File: config.mk
export PLATFORM = sky130hd
export DESIGN_NAME = clk_div_multi
export DESIGN_NICKNAME = d
export VERILOG_FILES = /design/src/rtl/clk_div_multi.sv
export SDC_FILE = /design/constraint.sdc
export NUM_CORES = 1
export LEC_CHECK = 0
export CORE_ASPECT_RATIO = 1.75
export CORE_MARGIN = 1
export CORE_UTILIZATION = 60
export DETAILED_ROUTE_END_ITERATION = 12
export GPL_ROUTABILITY_DRIVEN = 0
export PLACE_DENSITY = 0.78
export SLEW_MARGIN = 20
export SYNTH_ARGS = -nofsm -noshare
export SYNTH_HDL_FRONTEND = slang
export SYNTH_SLANG_ARGS = --single-unit
export TNS_END_PERCENT = 10
File: constraint.sdc
create_clock -name clk_in -period 9.95 [get_ports clk_in]
set_input_delay 2.4875 -clock clk_in [delete_from_list [all_inputs] [get_ports clk_in]]
set_output_delay 2.4875 -clock clk_in [all_outputs]
set_load 0.05 [all_outputs]
File: src/rtl/clk_div_multi.sv
// clk_div_multi: multi-channel divided clocks with shadowed, wrap-aligned config.
// Define CLK_DIV_PHASE_SYNC_EN to let the sync strobe realign all enabled channels.
module clk_div_multi #(
    parameter int NUM_CH   = 4,
    parameter int CNT_W    = 16,
    parameter int DEF_DIV  = 16,
    parameter int DEF_HIGH = 8,
    localparam int CH_W    = (NUM_CH > 1) ? $clog2(NUM_CH) : 1
) (
    input  logic              clk_in,
    input  logic              reset_n,
    input  logic [NUM_CH-1:0] ch_en,
    input  logic              cfg_valid,
    output logic              cfg_ready,
    input  logic [CH_W-1:0]   cfg_ch,
    input  logic [CNT_W-1:0]  cfg_div,
    input  logic [CNT_W-1:0]  cfg_high,
    output logic              cfg_err,
    input  logic              sync,
    output logic [NUM_CH-1:0] clk_out,
    output logic [NUM_CH-1:0] rise,
    output logic [NUM_CH-1:0] fall
);

    logic [CNT_W-1:0]  div_q     [NUM_CH];
    logic [CNT_W-1:0]  div_d     [NUM_CH];
    logic [CNT_W-1:0]  high_q    [NUM_CH];
    logic [CNT_W-1:0]  high_d    [NUM_CH];
    logic [CNT_W-1:0]  sh_div_q  [NUM_CH];
    logic [CNT_W-1:0]  sh_div_d  [NUM_CH];
    logic [CNT_W-1:0]  sh_high_q [NUM_CH];
    logic [CNT_W-1:0]  sh_high_d [NUM_CH];
    logic [CNT_W-1:0]  cnt_q     [NUM_CH];
    logic [CNT_W-1:0]  cnt_d     [NUM_CH];
    logic [NUM_CH-1:0] pend_q, pend_d;
    logic [NUM_CH-1:0] run_q;
    logic [NUM_CH-1:0] clk_q, clk_d;
    logic [NUM_CH-1:0] rise_q, rise_d;
    logic [NUM_CH-1:0] fall_q, fall_d;
    logic              err_q, err_d;
    logic              cfg_bad;
    logic              xfer;
    logic              sync_s;

`ifdef CLK_DIV_PHASE_SYNC_EN
    assign sync_s = sync;
`else
    logic unused_sync;
    assign unused_sync = sync;
    assign sync_s      = 1'b0;
`endif

    // Out-of-range channel numbers never match, so they are never ready.
    always_comb begin
        cfg_ready = 1'b0;
        for (int i = 0; i < NUM_CH; i++) begin
            if (cfg_ch == CH_W'(i)) cfg_ready = ~pend_q[i];
        end
    end

    assign cfg_bad = (cfg_div < CNT_W'(2)) ||
                     (cfg_high == '0) ||
                     (cfg_high >= cfg_div);
    assign xfer    = cfg_valid && cfg_ready;
    assign err_d   = xfer && cfg_bad;

    // Every path that lands cnt on 0 is a safe point to swap in the shadow.
    always_comb begin
        for (int i = 0; i < NUM_CH; i++) begin
            div_d[i]     = div_q[i];
            high_d[i]    = high_q[i];
            sh_div_d[i]  = sh_div_q[i];
            sh_high_d[i] = sh_high_q[i];
            pend_d[i]    = pend_q[i];
            if (!ch_en[i] || !run_q[i] || sync_s) begin
                cnt_d[i] = '0;
            end else if (cnt_q[i] >= div_q[i] - CNT_W'(1)) begin
                cnt_d[i] = '0;
            end else begin
                cnt_d[i] = cnt_q[i] + CNT_W'(1);
            end
            if (pend_q[i] && (cnt_d[i] == '0)) begin
                div_d[i]  = sh_div_q[i];
                high_d[i] = sh_high_q[i];
                pend_d[i] = 1'b0;
            end
            if (xfer && !cfg_bad && (cfg_ch == CH_W'(i))) begin
                sh_div_d[i]  = cfg_div;
                sh_high_d[i] = cfg_high;
                pend_d[i]    = 1'b1;
            end
            clk_d[i]  = ch_en[i] && (cnt_d[i] < high_d[i]);
            rise_d[i] = clk_d[i] && !clk_q[i];
            fall_d[i] = !clk_d[i] && clk_q[i];
        end
    end

    always_ff @(posedge clk_in or negedge reset_n) begin
        if (!reset_n) begin
            for (int i = 0; i < NUM_CH; i++) begin
                div_q[i]     <= CNT_W'(DEF_DIV);
                high_q[i]    <= CNT_W'(DEF_HIGH);
                sh_div_q[i]  <= '0;
                sh_high_q[i] <= '0;
                cnt_q[i]     <= '0;
            end
            pend_q <= '0;
            run_q  <= '0;
            clk_q  <= '0;
            rise_q <= '0;
            fall_q <= '0;
            err_q  <= 1'b0;
        end else begin
            for (int i = 0; i < NUM_CH; i++) begin
                div_q[i]     <= div_d[i];
                high_q[i]    <= high_d[i];
                sh_div_q[i]  <= sh_div_d[i];
                sh_high_q[i] <= sh_high_d[i];
                cnt_q[i]     <= cnt_d[i];
            end
            pend_q <= pend_d;
            run_q  <= ch_en;
            clk_q  <= clk_d;
            rise_q <= rise_d;
            fall_q <= fall_d;
            err_q  <= err_d;
        end
    end

    assign clk_out = clk_q;
    assign rise    = rise_q;
    assign fall    = fall_q;
    assign cfg_err = err_q;

endmodule

==> qor.yml <==
slew_viol_final: 0
root_buffer: "clkbuf_16"
hold_viol: 0
die_y_um: 235
period_minus_slack_ns: 7.05
fill_cells: 2206
status: "finished clean"
critPathLaunchType: "input pin"
worstPathRequired_ns: 7.46
diodes: 0
max_freq_mhz: 142
syn_nets: 1830
cap_violations: 0
reg2reg_from: "div_q[35]$_DFFE_PN0N_"
seqCellArea_sq_mm: 0.00854
multi_input_area_sq_mm: 0.00939
synth_enable_flop_cells: 0
cts_tree: "yes"
synth_cell_type_count: 81
postSynthAreaPerCell_sq_um: 11.3
rsz0062_at_grt: "no"
syn-cell-area_sq_mm: 0.0186
cts_sinks: 341
ctsHoldBuffers: 0
die-area_sq_mm: 0.0317
drive_gt1_share_pct: 18.4
synth.largest_area_cell: "dfrtp_1"
final-setup-viol-count: 0
cts_setup_buffers: 0
slew_headroom_pct: 32.7
clock_latency_ns: 0.58
min-delay-start: "clk_out[0]$_DFF_PN0_"
async_flop_share_pct: 100
cts-resized-gates: 0
start_util_pct: 61.4
antenna_found_initial: 1
netlist_instances: 1640
dpl.hpwl_um: 30100
clockBufferDepth: 3
drcViolationCount: 0
cts_buffers: 29
io_pins: 56
grt.overflow.total: 0
wirelength_um: 42700
synth.area.top_cells: "dfrtp_1, mux2_2, ha_1"
arrival_ns: 4.56
mostFrequentLayoutCell: "dfrtp_1"
drtPass1Iterations: 5
grt_start_max_net_pins: 137
vias_per_cell: 6.09
cts.clk_slew.worst_paths_ns: 0.06
final_core_util_pct: 67.8
core_area_sq_mm: 0.0303
portBuffers: 54
worst_slack_ns: 2.90
place_area_sq_mm: 0.0195
layout_common_cells: "dfrtp_1, mux2_2, ha_1"
drtAntennaViolNets: 0
track_usage_pct: 28.2
finClkSkew_ns: 0.0113
crit_path_start: "cfg_ch[0]"
synth_top_area_share_pct: 44.8
drtIter0Drc: 599
num_vias: 12800
grt_pass1_vias: 13200
ys.flop_type: "dfrtp_1"
ys_ff_latch: 341
worst_slew_pin_slew_ns: 1.01
rows: 84
wire_per_inst_um: 20.4
ys_warn_count: 0
hp-class: "flip-flop to flip-flop"
critPathCaptureType: "primary output"
path_class: "input pin to primary output"
ir_drop_v: 0.000173
dp_worst_setup_slack_ns: 2.81
htree_levels: 1
area_delta_synth_final_pct: 10.5
p_leak_nw: 9.52
seq_area_frac_synth_pct: 46.0
grt_pass1_wl_um: 69400
fin_crit_sh_pct: 70.9
p_per_area_mw_per_mm2: 231
die-width_um: 135
final_area_sq_mm: 0.0205
finalNetCount: 1876
path_max_fanout: 5
final.setup.tns_ns: 0
-- cell families after synthesis --
logic type,count (synthesis),share of synthesized area (%)
multiplexers,258,15.9
AO/OA/AOI/OAI,177,6.78
adder cells (fa/ha/maj),148,9.97
XOR/XNOR,118,5.56
flip-flops,341,46.0
AND/OR/NAND/NOR,444,12.3
buffers and inverters,154,3.46
-- through the flow --
step / power [mW] / hold slack (ns) / cells
after floorplan: 3.07 / 0.444 / 1640
after global placement: 3.38 / 0.421 / 2042
after detailed placement: 3.48 / 0.442 / 2042
after CTS: 4.77 / 0.453 / 2096
after global routing: 5.04 / 0.468 / 2096
final: 4.74 / 0.447 / 2096
-- metal layers --
layer | share of wire [%] | wire [um] | global-route usage (%)
met1 | 39 | 16600 | 33.0
met2 | 52 | 22300 | 50.2
met3 | 4.0 | 1690 | 3.82
met4 | 4.9 | 2110 | 13.6
met5 | 0 | 0 | 0
-- worst max-delay path, stage by stage --
cell and delay, ns:
clkdlybuf4s50_1 0.60, mux4_2 0.55, inv_1 0.11, clkdlybuf4s50_1 0.81
-- Yosys cell counts, drive strengths merged (3+ instances only) --
cell type	instances
a2111oi	10
a211o	3
a211oi	8
a21o	26
a21oi	43
a22oi	3
a31oi	4
and2	7
and3	11
and4	8
buf	25
clkbuf	27
dfrtp	333
dfstp	8
ha	148
inv	102
mux2	196
mux2i	61
nand2	75
nand2b	15
nand3	42
nand3b	10
nand4	41
nor2	113
nor2b	12
nor3	42
nor3b	8
nor4	30
o211ai	3
o21a	5
o21ai	42
o31ai	3
or2	7
or3	11
or4	4
xnor2	64
xor2	54
-- worst paths after layout --
path | to | slack (ns) | cells past startpoint
setup / recovery | cfg_ready | 2.90 | 4
hold / removal | rise[0]$_DFF_PN0_ | 0.45 | 1
setup reg to reg | fall[1]$_DFF_PN0_ | 3.26 | 24
hold reg to reg | rise[0]$_DFF_PN0_ | 0.45 | 1
max in group asynchronous | sh_high_q[25]$_DFFE_PN0P_ | 6.29 | 2
min in group asynchronous | cnt_q[32]$_DFF_PN0_ | 1.98 | 1
-- state kept, by name (all words and copies together) (netlist names) --
signal	count
pend_q	4
rise	4
sh_high_q	64
sh_div_q	64
cnt_q	64
high_q	64
cfg_err	1
fall	4
clk_out	4
run_q	4
div_q	64
-- final cells by class --
cell class                 instances  share of cell area (%)
multi-input combinational       1145                    45.8
tap                              387                    2.36
timing repair buffer              67                    3.19
sequential                       341                    41.6
clock inverter                    15                    1.05
inverter                         102                    1.87
clock buffer                      39                    4.16
-- report_power, final --
part	leakage [nW]	switching [mW]	internal, mW
Sequential	4.23	0.309	1.82
Clock	0.523	0.531	0.733
Combinational	4.77	0.671	0.671
Total	9.52	1.51	3.23
No activity file was read; power rests on OpenSTA's default activity.
